<file path="src/rtl/alu_mc_pkg.sv">
// alu_mc_pkg: opcode constants and FSM state encoding shared by the multi-cycle ALU.
// Latency: n/a (definitions only).
// Backpressure: n/a (definitions only).
package alu_mc_pkg;

  // Operation codes (6-bit field as issued by the control unit)
  localparam logic [5:0] ALU_OP_ADD  = 6'h20;
  localparam logic [5:0] ALU_OP_SUB  = 6'h22;
  localparam logic [5:0] ALU_OP_MUL  = 6'h2c;
  localparam logic [5:0] ALU_OP_SRL  = 6'h02;
  localparam logic [5:0] ALU_OP_SLL  = 6'h01;
  localparam logic [5:0] ALU_OP_AND  = 6'h24;
  localparam logic [5:0] ALU_OP_OR   = 6'h25;
  localparam logic [5:0] ALU_OP_NOR  = 6'h27;
  localparam logic [5:0] ALU_OP_SLT  = 6'h2a;
  localparam logic [5:0] ALU_OP_SLTU = 6'h2b;
  localparam logic [5:0] ALU_OP_DIVU = 6'h1a;
  localparam logic [5:0] ALU_OP_REMU = 6'h1b;

  // Top-level controller states; ST_DIV is only reachable when division is built in
  typedef enum logic [1:0] {
    ST_IDLE = 2'd0,
    ST_MUL  = 2'd1,
    ST_DIV  = 2'd2
  } alu_state_e;

endpackage

</file>
<file path="src/rtl/alu_mc_iter.sv">
// alu_mc_iter: shared shift/accumulate datapath - shift-add multiply, optional restoring divide.
// Latency: loads on start_i, then DATA_WIDTH steps; done_o flags the final step with its result on acc_o/shr_o.
// Backpressure: none; busy_o is high while stepping and start_i is only issued by the owner when idle.
// Optional feature macro: ALU_MC_DIV_EN (adds div_i/shr_o and the restoring-division step).
module alu_mc_iter #(
  parameter int DATA_WIDTH = 32
) (
  input  logic                  clk_i,
  input  logic                  rst_ni,
  input  logic                  start_i,
`ifdef ALU_MC_DIV_EN
  input  logic                  div_i,
`endif
  input  logic [DATA_WIDTH-1:0] a_i,
  input  logic [DATA_WIDTH-1:0] b_i,
  output logic                  busy_o,
  output logic                  done_o,
`ifdef ALU_MC_DIV_EN
  output logic [DATA_WIDTH-1:0] shr_o,
`endif
  output logic [DATA_WIDTH-1:0] acc_o
);

  localparam int CW = $clog2(DATA_WIDTH);
  localparam logic [CW-1:0] LAST = CW'(DATA_WIDTH - 1);

  // acc: product accumulator / partial remainder
  // mcand: multiplicand (shifts left) / divisor (static)
  // shr: multiplier (shifts right) / dividend-becoming-quotient (shifts left)
  logic [DATA_WIDTH-1:0] acc_q, acc_d;
  logic [DATA_WIDTH-1:0] mcand_q, mcand_d;
  logic [DATA_WIDTH-1:0] shr_q, shr_d;
  logic [CW-1:0]         cnt_q;
  logic                  busy_q;
`ifdef ALU_MC_DIV_EN
  logic                  div_q;
  logic [DATA_WIDTH:0]   rem_sh;
  logic [DATA_WIDTH:0]   rem_diff;
`endif

  // One iteration of the selected algorithm, computed from the current registers
  always_comb begin
    acc_d   = acc_q;
    mcand_d = mcand_q;
    shr_d   = shr_q;
`ifdef ALU_MC_DIV_EN
    rem_sh   = {acc_q, shr_q[DATA_WIDTH-1]};
    rem_diff = rem_sh - {1'b0, mcand_q};
    if (div_q) begin
      // No borrow means the shifted remainder covers the divisor: subtract and set a quotient bit
      if (!rem_diff[DATA_WIDTH]) begin
        acc_d = rem_diff[DATA_WIDTH-1:0];
        shr_d = {shr_q[DATA_WIDTH-2:0], 1'b1};
      end else begin
        acc_d = rem_sh[DATA_WIDTH-1:0];
        shr_d = {shr_q[DATA_WIDTH-2:0], 1'b0};
      end
    end else
`endif
    begin
      if (shr_q[0]) acc_d = acc_q + mcand_q;
      mcand_d = mcand_q << 1;
      shr_d   = shr_q >> 1;
    end
  end

  // Load operands on start, then step once per cycle until the counter wraps
  always_ff @(posedge clk_i or negedge rst_ni) begin
    if (!rst_ni) begin
      busy_q  <= 1'b0;
      cnt_q   <= '0;
      acc_q   <= '0;
      mcand_q <= '0;
      shr_q   <= '0;
`ifdef ALU_MC_DIV_EN
      div_q   <= 1'b0;
`endif
    end else if (start_i) begin
      busy_q  <= 1'b1;
      cnt_q   <= '0;
      acc_q   <= '0;
`ifdef ALU_MC_DIV_EN
      div_q   <= div_i;
      mcand_q <= div_i ? b_i : a_i;
      shr_q   <= div_i ? a_i : b_i;
`else
      mcand_q <= a_i;
      shr_q   <= b_i;
`endif
    end else if (busy_q) begin
      acc_q   <= acc_d;
      mcand_q <= mcand_d;
      shr_q   <= shr_d;
      cnt_q   <= cnt_q + 1'b1;
      if (cnt_q == LAST) busy_q <= 1'b0;
    end
  end

  // Result of the final step is presented combinationally so the owner registers it on that same edge
  assign busy_o = busy_q;
  assign done_o = busy_q && (cnt_q == LAST);
  assign acc_o  = acc_d;
`ifdef ALU_MC_DIV_EN
  assign shr_o  = shr_d;
`endif

endmodule

</file>
<file path="src/rtl/alu_mc.sv">
// alu_mc: registered multi-cycle ALU with ZERO/NEG/ERR flags; single-cycle ops inline, mul/div iterative.
// Latency: 1 cycle for single-cycle and unsupported ops; DATA_WIDTH+1 cycles accept-to-OUT_VALID for mul/div.
// Backpressure: IN_READY is low while an iterative op runs; IN_VALID is ignored until it rises again.
// Optional feature macro: ALU_MC_DIV_EN (divu/remu via restoring division; divide-by-zero completes in 1 cycle).
module alu_mc
  import alu_mc_pkg::*;
#(
  parameter int DATA_WIDTH  = 32,
  parameter int OPRN_WIDTH  = 6,
  parameter int SHAMT_WIDTH = $clog2(DATA_WIDTH)
) (
  input  logic                  CLK,
  input  logic                  RST,
  input  logic                  IN_VALID,
  output logic                  IN_READY,
  input  logic [DATA_WIDTH-1:0] OP1,
  input  logic [DATA_WIDTH-1:0] OP2,
  input  logic [OPRN_WIDTH-1:0] OPRN,
  output logic                  OUT_VALID,
  output logic [DATA_WIDTH-1:0] OUT,
  output logic                  ZERO,
  output logic                  NEG,
  output logic                  ERR
);

  alu_state_e            state_q, state_d;
  logic [DATA_WIDTH-1:0] out_q, out_d;
  logic                  zero_q, zero_d;
  logic                  neg_q, neg_d;
  logic                  err_q, err_d;
  logic                  vld_q, vld_d;

  logic [DATA_WIDTH-1:0] sc_res;
  logic                  sc_err;
  logic                  shift_ovf;
  logic [SHAMT_WIDTH-1:0] shamt;

  logic                  iter_start;
  logic                  iter_busy;
  logic                  iter_done;
  logic [DATA_WIDTH-1:0] iter_acc;
`ifdef ALU_MC_DIV_EN
  logic                  iter_div;
  logic [DATA_WIDTH-1:0] iter_shr;
  logic                  is_divu, is_remu;
  logic                  rem_sel_q, rem_sel_d;
  assign is_divu = (OPRN == OPRN_WIDTH'(ALU_OP_DIVU));
  assign is_remu = (OPRN == OPRN_WIDTH'(ALU_OP_REMU));
`endif

  // Any set bit above the shift-amount field means a shift of DATA_WIDTH or more
  assign shift_ovf = |OP2[DATA_WIDTH-1:SHAMT_WIDTH];
  assign shamt     = OP2[SHAMT_WIDTH-1:0];

  // Single-cycle results straight from the live request; unknown opcodes flag ERR with OUT=0
  always_comb begin
    sc_res = '0;
    sc_err = 1'b0;
    case (OPRN)
      OPRN_WIDTH'(ALU_OP_ADD):  sc_res = OP1 + OP2;
      OPRN_WIDTH'(ALU_OP_SUB):  sc_res = OP1 - OP2;
      OPRN_WIDTH'(ALU_OP_SRL):  sc_res = shift_ovf ? '0 : (OP1 >> shamt);
      OPRN_WIDTH'(ALU_OP_SLL):  sc_res = shift_ovf ? '0 : (OP1 << shamt);
      OPRN_WIDTH'(ALU_OP_AND):  sc_res = OP1 & OP2;
      OPRN_WIDTH'(ALU_OP_OR):   sc_res = OP1 | OP2;
      OPRN_WIDTH'(ALU_OP_NOR):  sc_res = ~(OP1 | OP2);
      OPRN_WIDTH'(ALU_OP_SLT):  sc_res = DATA_WIDTH'($signed(OP1) < $signed(OP2));
      OPRN_WIDTH'(ALU_OP_SLTU): sc_res = DATA_WIDTH'(OP1 < OP2);
      default:                  sc_err = 1'b1;
    endcase
  end

  alu_mc_iter #(
    .DATA_WIDTH(DATA_WIDTH)
  ) u_iter (
    .clk_i   (CLK),
    .rst_ni  (RST),
    .start_i (iter_start),
`ifdef ALU_MC_DIV_EN
    .div_i   (iter_div),
`endif
    .a_i     (OP1),
    .b_i     (OP2),
    .busy_o  (iter_busy),
    .done_o  (iter_done),
`ifdef ALU_MC_DIV_EN
    .shr_o   (iter_shr),
`endif
    .acc_o   (iter_acc)
  );

  // Controller: accept in IDLE, dispatch to the iterative unit or register a single-cycle result
  always_comb begin
    state_d    = state_q;
    out_d      = out_q;
    err_d      = err_q;
    vld_d      = 1'b0;
    iter_start = 1'b0;
`ifdef ALU_MC_DIV_EN
    iter_div   = 1'b0;
    rem_sel_d  = rem_sel_q;
`endif
    case (state_q)
      ST_IDLE: begin
        if (IN_VALID) begin
          if (OPRN == OPRN_WIDTH'(ALU_OP_MUL)) begin
            iter_start = 1'b1;
            state_d    = ST_MUL;
          end
`ifdef ALU_MC_DIV_EN
          else if (is_divu || is_remu) begin
            if (OP2 == '0) begin
              // Divide by zero resolves immediately: quotient saturates, remainder is the dividend
              out_d = is_remu ? OP1 : '1;
              err_d = 1'b1;
              vld_d = 1'b1;
            end else begin
              iter_start = 1'b1;
              iter_div   = 1'b1;
              rem_sel_d  = is_remu;
              state_d    = ST_DIV;
            end
          end
`endif
          else begin
            out_d = sc_res;
            err_d = sc_err;
            vld_d = 1'b1;
          end
        end
      end
      ST_MUL: begin
        if (iter_done) begin
          out_d   = iter_acc;
          err_d   = 1'b0;
          vld_d   = 1'b1;
          state_d = ST_IDLE;
        end
      end
`ifdef ALU_MC_DIV_EN
      ST_DIV: begin
        if (iter_done) begin
          out_d   = rem_sel_q ? iter_acc : iter_shr;
          err_d   = 1'b0;
          vld_d   = 1'b1;
          state_d = ST_IDLE;
        end
      end
`endif
      default: state_d = ST_IDLE;
    endcase
  end

  // Flags follow the value being registered; they only move when OUT does
  assign zero_d = (out_d == '0);
  assign neg_d  = out_d[DATA_WIDTH-1];

  // State and result registers; reset aborts any iterative op with no result pulse
  always_ff @(posedge CLK or negedge RST) begin
    if (!RST) begin
      state_q   <= ST_IDLE;
      out_q     <= '0;
      zero_q    <= 1'b1;
      neg_q     <= 1'b0;
      err_q     <= 1'b0;
      vld_q     <= 1'b0;
`ifdef ALU_MC_DIV_EN
      rem_sel_q <= 1'b0;
`endif
    end else begin
      state_q   <= state_d;
      out_q     <= out_d;
      zero_q    <= zero_d;
      neg_q     <= neg_d;
      err_q     <= err_d;
      vld_q     <= vld_d;
`ifdef ALU_MC_DIV_EN
      rem_sel_q <= rem_sel_d;
`endif
    end
  end

  assign IN_READY  = (state_q == ST_IDLE) && !iter_busy;
  assign OUT_VALID = vld_q;
  assign OUT       = out_q;
  assign ZERO      = zero_q;
  assign NEG       = neg_q;
  assign ERR       = err_q;

endmodule

</file>
<file path="config.mk">
export PLATFORM = sky130hd
export DESIGN_NAME = alu_mc
export DESIGN_NICKNAME = d
export VERILOG_FILES = /design/src/rtl/alu_mc_pkg.sv /design/src/rtl/alu_mc_iter.sv /design/src/rtl/alu_mc.sv
export SDC_FILE = /design/constraint.sdc
export NUM_CORES = 1
export LEC_CHECK = 0
export CORE_AREA = 5 5 221 223
export CTS_BUF_LIST = sky130_fd_sc_hd__clkbuf_16
export CTS_CLUSTER_DIAMETER = 80
export CTS_CLUSTER_SIZE = 28
export DETAILED_ROUTE_END_ITERATION = 6
export DIE_AREA = 0 0 226 228
export REMOVE_ABC_BUFFERS = 1
export SLEW_MARGIN = 5
export SYNTH_ARGS = -nofsm -noshare
export SYNTH_HDL_FRONTEND = slang
export SYNTH_SLANG_ARGS = --single-unit
</file>
<file path="constraint.sdc">
create_clock -name CLK -period 4 [get_ports CLK]
set_clock_uncertainty 0.15 [all_clocks]
set_input_delay 1 -clock CLK [delete_from_list [all_inputs] [get_ports CLK]]
set_output_delay 1 -clock CLK [all_outputs]
set_load 0.01 [all_outputs]
</file>
==> out/metrics.yaml <==
first_pass_iters: 7
yosysTopAreaCellShare: 0.187
hold_start: "u_iter.shr_q[31]$_DFFE_PN0P_"
cts_made_buffers: 17
irDropWorstVdd_mv: 0.515
cap_viol_max_count: 0
grt_overflow: 0
ys_seq_area_frac: 0.188
leakage_nw: 12.7
grt_usage: 0.388
yosysWarnings: 0
arrival_ns: 4.80
rsz0062_at_grt: "yes"
die_w_um: 226
max-clock-path-buffers: 2
rows: 79
synthAdderAreaFrac: 0.0918
vias_per_cell: 6.19
cts_tree: "done"
r2r_slack_ns: -0.36
r2r_start: "u_iter.mcand_q[0]$_DFFE_PN0P_"
post-dp-hpwl_um: 82900
combPwrFrac: 0.648
crit_path_max_fanout: 8
placedCellCount: 3655
critical_path_class: "in -> reg"
cts_sinks: 138
wl_um: 103000
p_switching_w: 0.00544
instances_no_fill: 3763
avgSynthCellArea_um2: 7.79
internal-power_w: 0.00614
clock_latency_ns: 0.49
drv_slew: 0
routedWlPerCell_um: 27.5
num_vias: 23300
worst_pin_slew_ns: 0.841
grt_pass1_vias: 22500
async_flop_share: 1.00
period_share: 1.14
ys_types: 91
syn_area_mm2: 0.0184
worst_slack_ns: -0.541
place.gp.congestion: 1.06
drc: 1
antenna_found_initial: 3
area_delta_synth_final_pct: 51.0
synthCells: 2359
r2r_end: "ZERO$_DFF_PN1_"
grt_max_degree: 84
synthMuxAreaShare: 0.167
fillers: 4255
slew_headroom: 0.434
ant_nets: 0
yosysTopAreaCell: "dfrtp_1"
final_common_cell: "buf_4"
io_pins: 110
h-tree-depth: 4
yosys_register_bits: 138
yosys-top-cells-area: "dfrtp_1 (19%), ha_1 (8.8%), mux2i_1 (8.2%)"
hold_class: "reg -> reg"
synth_top_family_by_area: "compound AO/OA/AOI/OAI gates"
final_cell_mix: "buf_4 (769), nand2_1 (285), o21ai_0 (171)"
hold_viol_final: 0
start_kind: "input pin"
post-route-util: 0.599
endpoint_kind: "flip-flop"
nets: 3348
synth-edff-count: 0
synth_compound_area_frac: 0.267
p_clk_frac: 0.152
min_to: "u_iter.shr_q[31]$_DFFE_PN0P_"
critical_path_required_ns: 4.26
fmax_mhz: 220
power_per_cell_area_mw_per_mm2: 417
violations: "DRC, setup timing"
rr_worst_depth: 16
dieArea_mm2: 0.0515
hold_path_depth: 2
start_util: 0.396
die_y_um: 228
synth_xor_area_frac: 0.0257
portBuffers: 109
core_area_mm2: 0.0464
outcome: "finished with violations"
switching_share: 0.470
cts_root_buf: "clkbuf_16"
finalCriticalPeriod_ns: 4.54
seqPwrFrac: 0.200
drive_gt1_frac: 0.375
grt_first_pass_wirelength_um: 149000
synth-simple-area-share: 0.189
synth_top_flop_cell: "dfrtp_1"
drt-initial-drc-count: 2751
setup_viol_count_final: 3
clk_pin_slew_ns: 0.07
==> synthesized netlist by cell type (all sizes together) (20+ instances only) <==
cell	count
nand2	292
o21ai	191
a21oi	164
mux2i	151
inv	142
nor2	139
clkbuf	137
dfrtp	137
ha	130
nand3	66
mux4	56
nor3	45
buf	43
o211ai	42
xnor2	37
a22oi	30
nand2b	28
and3	26
mux2	26
a211oi	25
nand4	25
nor2b	25
o31ai	25
a21o	24
a221oi	24
a31oi	24
o22ai	20
==> state kept, by name (all words and copies together) (netlist names) <==
name / flops
u_iter.acc_q: 32
u_iter.shr_q: 32
NEG: 1
OUT_VALID: 1
ERR: 1
state_q: 1
u_iter.mcand_q: 32
OUT: 31
u_iter.cnt_q: 5
u_iter.busy_o: 1
ZERO: 1
==> routing by layer <==
layer | global-route usage | wire, µm | up-vias | share of wire
met1 | 0.520 | 41500 | 11200 | 0.40
met3 | 0.0854 | 10500 | 309 | 0.10
met5 | 0 | 38 | - | 0.00037
met2 | 0.596 | 45400 | 1424 | 0.44
li1 | - | - | 10300 | -
met4 | 0.178 | 5960 | 6 | 0.058
==> power by group through the flow <==
stage / clock [W] / combinational [W] / sequential [W]
finish: 0.00176 / 0.00751 / 0.00231
global route: 0.00184 / 0.00805 / 0.00236
CTS: 0.00180 / 0.00719 / 0.00229
detailed placement: 0 / 0.00691 / 0.00231
global placement: 0 / 0.00679 / 0.00231
floorplan: 0 / 0.00384 / 0.00226
==> worst max-delay path, cell delays in order <==
cell and delay, ns:
clkdlybuf4s15_1 0.40, or4_1 0.63, buf_4 0.19, nor3_1 0.56, nor2b_1 0.40, buf_4 0.17
a32o_1 0.22, nor3_1 0.06, a21boi_1 0.15, o311ai_0 0.54, a21oi_2 0.12, o2111a_1 0.19
nand4_1 0.10, nor2_1 0.06
==> layout make-up <==
cell class | instances | area (µm²) | share of cell area
diodes | 1 | 2.50 | 0.0000902
flip-flops and latches | 138 | 3460 | 0.125
multi-input cells | 1895 | 14700 | 0.528
well taps | 607 | 759 | 0.0274
inverters | 146 | 549 | 0.0198
clock buffers | 17 | 425 | 0.0153
repair buffers | 944 | 7710 | 0.278
clock inverters | 15 | 196 | 0.00708
==> stage by stage <==
step / setup slack [ns] / area [µm²] / setup TNS, ns / power (W) / hold slack, ns
after global routing: -0.500 / 27800 / -0.852 / 0.0123 / 0.417
final: -0.541 / 27800 / -0.929 / 0.0116 / 0.378
after detailed placement: -1.47 / 25400 / -17.69 / 0.00922 / 0.358
after CTS: -0.303 / 27300 / -0.406 / 0.0113 / 0.376
after global placement: -1.47 / 25400 / -18.23 / 0.00909 / 0.359
after floorplan: -5.79 / 17600 / -572.22 / 0.00610 / 0.319
==> worst max-delay path by stage <==
stage | from | endpoint | slack (ns) | cells after the start
floorplan | OPRN[1] | u_iter.mcand_q[10]$_DFFE_PN0P_ | -5.79 | 3
global placement | OP1[0] | ZERO$_DFF_PN1_ | -1.47 | 17
detailed placement | OP1[0] | ZERO$_DFF_PN1_ | -1.47 | 17
CTS | OP2[0] | ZERO$_DFF_PN1_ | -0.30 | 15
global route | OP1[11] | ZERO$_DFF_PN1_ | -0.50 | 17
finish | OPRN[4] | ZERO$_DFF_PN1_ | -0.54 | 14
==> cells by family after synthesis <==
group,after synthesis
flip-flops,138
buffers and inverters,326
XOR/XNOR,54
AND/OR/NAND/NOR,736
AO/OA/AOI/OAI,739
adder cells (fa/ha/maj),133
multiplexers,233
==> timing repair <==
item,in CTS,in global routing
hold buffers,0,0
setup buffers,55,19
gates cloned,2,1
resized for setup,260,118
setup endpoints to repair,18,11
pin swaps,77,59
Note: power is estimated with default switching activity, not from simulation.
==> RTL change, RTL diff (same flow settings) <==
Encoding of `alu_state_e`: now one-hot (3 bits for 3 states).
--- a/src/rtl/alu_mc_pkg.sv
+++ b/src/rtl/alu_mc_pkg.sv
@@ -19,8 +19,8 @@
 
   // Top-level controller states; ST_DIV is only reachable when division is built in
-  typedef enum logic [1:0] {
-    ST_IDLE = 2'd0,
-    ST_MUL  = 2'd1,
-    ST_DIV  = 2'd2
+  typedef enum logic [2:0] {
+    ST_IDLE = 3'b001,
+    ST_MUL  = 3'b010,
+    ST_DIV  = 3'b100
   } alu_state_e;
 
Check against the original RTL: no difference found for any inputs over 4 cycles, from zero or initial values and one cycle with RST low; so few cycles prove little.
==> RTL change against the original RTL <==
The run still ends with design-rule violations, negative setup slack left. Non-clock buffer count shrank 60. Combinational power up 4.8%. Wire length down 8.9%. Worst setup slack lost 0.41 ns. Cell area shrank 4.3%. First-iteration DRC count down 15%. Area after synthesis is 3.8% lower. Sequential cell count grew 1. Count of clock-buffer cells in the layout did not move. Total power grew 0.58%. Highest routed layer is now met4.
==> RTL change: results (changes against the original RTL) <==
[layout]
fin_nets = 3192  ; -4.7%
fill_cells = 4319  ; +1.5%
drive_gt1_share_pct = 36.65  ; -0.82 points
reg_top3 = u_iter.acc_q x32, u_iter.mcand_q x32, u_iter.shr_q x32
antenna_cells = 0  ; -1
instances_no_fill = 3603  ; -4.3%

[clocking]
root_buffer = clkbuf_16
cts_hold_buf = 0  ; unchanged
clk_path_buf_depth = 2  ; unchanged
htreeDepth = 4  ; unchanged
clkTransAtPathRegs_ns = 0.06
numCtsBuffers = 17  ; unchanged
clk_latency_ns = 0.48

[placed_design]
place_congestion = 1.035  ; -2.2%
place_area_sq_um = 24660  ; -2.7%
io_buffers = 109  ; unchanged
post-dp-hpwl_um = 77960  ; -6.0%

[detailed_routing]
met3_length_um = 7427  ; -29%
drc_errors = 2  ; +1
vias = 21560  ; -7.5%
first_pass_iters = 7  ; unchanged
wl_met1_um = 40200  ; -3.2%
maxUsedRoutingLayer = met4
met2_length_um = 41810  ; -8.0%
drt_iter0_markers = 2326  ; -15%
wl_per_cell_um = 26.16  ; -4.8%

[pwr]
vdd.ir_drop.worst_uv = 582.6  ; +13%
power_leakage_nw = 11.94  ; -5.6%

[global_routing]
antenna_found_initial = 0  ; -3
grt_max_degree = 74  ; -12%
grt_pass1_wl_um = 137300  ; -8.1%
grt_usage_pct = 35.46  ; -3.3 points
grt_pass1_vias = 21050  ; -6.3%

[timing]
final-hold-violation-count = 0  ; unchanged
finalSetupViolCount = 4  ; +1
tns_ns = -1.640  ; -0.7109 ns
relSlewSlack_pct = 36.07  ; -7.3 points
worst_slack_ns = -0.9477  ; -0.4065 ns

[status]
status = finished with violations
violations = design-rule violations, negative setup slack

[yosys]
yosysUniqueCellTypes = 91  ; unchanged
synthAdderAreaFrac_pct = 9.678  ; +0.50 points
synthMuxAreaShare_pct = 16.26  ; -0.41 points
synthTopCellsByArea = dfrtp_1 (19%), ha_1 (9.3%), mux4_2 (7.6%)
async_reset_ff_share_pct = 100.0  ; unchanged
yosys_warnings = 0  ; unchanged
ys_seq_area_share_pct = 19.68  ; +0.89 points
synth_common_cells = nand2_1 (264), nor2_1 (208), a21oi_1 (191)
synth_compound_area_share_pct = 26.96  ; +0.24 points
avgSynthCellArea_sq_um = 7.850  ; +0.75%
synth_flop_cell = dfrtp_1
synth-xor-area-share_pct = 2.674  ; +0.10 points

[die]
die_x_um = 226  ; unchanged

[min_path]
hold_class = input pin to async pin

[worst_setup_path]
cp_max_fo = 4  ; -4
arrival_ns = 5.18  ; +0.38 ns

==> RTL change: critical path, stage by stage <==
cell             delay [ns]
clkdlybuf4s50_1        0.46
mux4_2                 0.66
mux4_2                 0.52
o21ai_1                0.13
o211ai_1               0.23
a221o_1                0.39
o21ai_1                0.17
o211ai_1               0.13
or4_1                  0.48
or4_4                  0.46
nor4_4                 0.27
nand3_1                0.12
nor4_2                 0.15
==> RTL change: cells by family (layout without fill, tap and decap cells) <==
kind of cell | count (synthesis) | in the layout
AO/OA/AOI/OAI | 723 | 723
XOR/XNOR | 54 | 54
adder cells (fa/ha/maj) | 135 | 135
buffers and inverters | 283 | 1026
flip-flops | 139 | 139
multiplexers | 207 | 207
AND/OR/NAND/NOR | 712 | 712
==> RTL change: report_power, final <==
group | switching, mW | internal [mW]
combinational | 4.28 | 3.59
sequential | 0.359 | 1.90
clock | 0.682 | 0.837
==> RTL change: final timing paths <==
kind | from | end | slack (ns) | depth (start not counted)
max reg2reg | u_iter.mcand_q[20]$_DFFE_PN0P_ | ZERO$_DFF_PN1_ | -0.68 | 14
min | RST | u_iter.shr_q[18]$_DFFE_PN0P_ | 0.37 | 1
max | OP1[25] | ZERO$_DFF_PN1_ | -0.95 | 13
max in group asynchronous | RST | state_q[0]$_DFFE_PN1P_ | 2.56 | 2
min in group CLK | u_iter.cnt_q[4]$_DFFE_PN0P_ | u_iter.cnt_q[4]$_DFFE_PN0P_ | 0.38 | 2
min reg2reg | u_iter.cnt_q[4]$_DFFE_PN0P_ | u_iter.cnt_q[4]$_DFFE_PN0P_ | 0.38 | 2
==> RTL change: repair_timing <==
action	4_1_cts	5_1_grt
resized for setup	163	140
setup buffers	9	14
setup endpoints to repair	21	20
pin swaps	25	38
==> RTL change: final cells by class <==
cell class / instances / area share (%)
Multi-Input combinational cell: 1831 / 53.29
Clock inverter: 14 / 0.4097
Inverter: 111 / 1.578
Sequential cell: 139 / 13.12
Clock buffer: 17 / 1.601
Tap cell: 607 / 2.859
Timing Repair Buffer: 884 / 27.15
==> RTL change: layer usage <==
metal,up-vias,GRT usage [%]
met5,-,0
li1,9838,-
met4,0,14.41
met2,999,54.79
met1,10540,49.07
met3,182,6.319
==> RTL change: per-stage QoR <==
step	hold WS, ns	total power, mW	setup slack [ns]	utilization (%)
4_1_cts	0.3831	11.38	-0.9183	55.83
3_3_place_gp	0.3540	9.522	-1.850	53.21
2_1_floorplan	0.3433	6.221	-3.066	-
3_5_place_dp	0.3672	9.662	-1.782	53.21
6_report	0.3699	11.65	-0.9477	57.31
5_1_grt	0.4104	12.41	-1.059	57.31
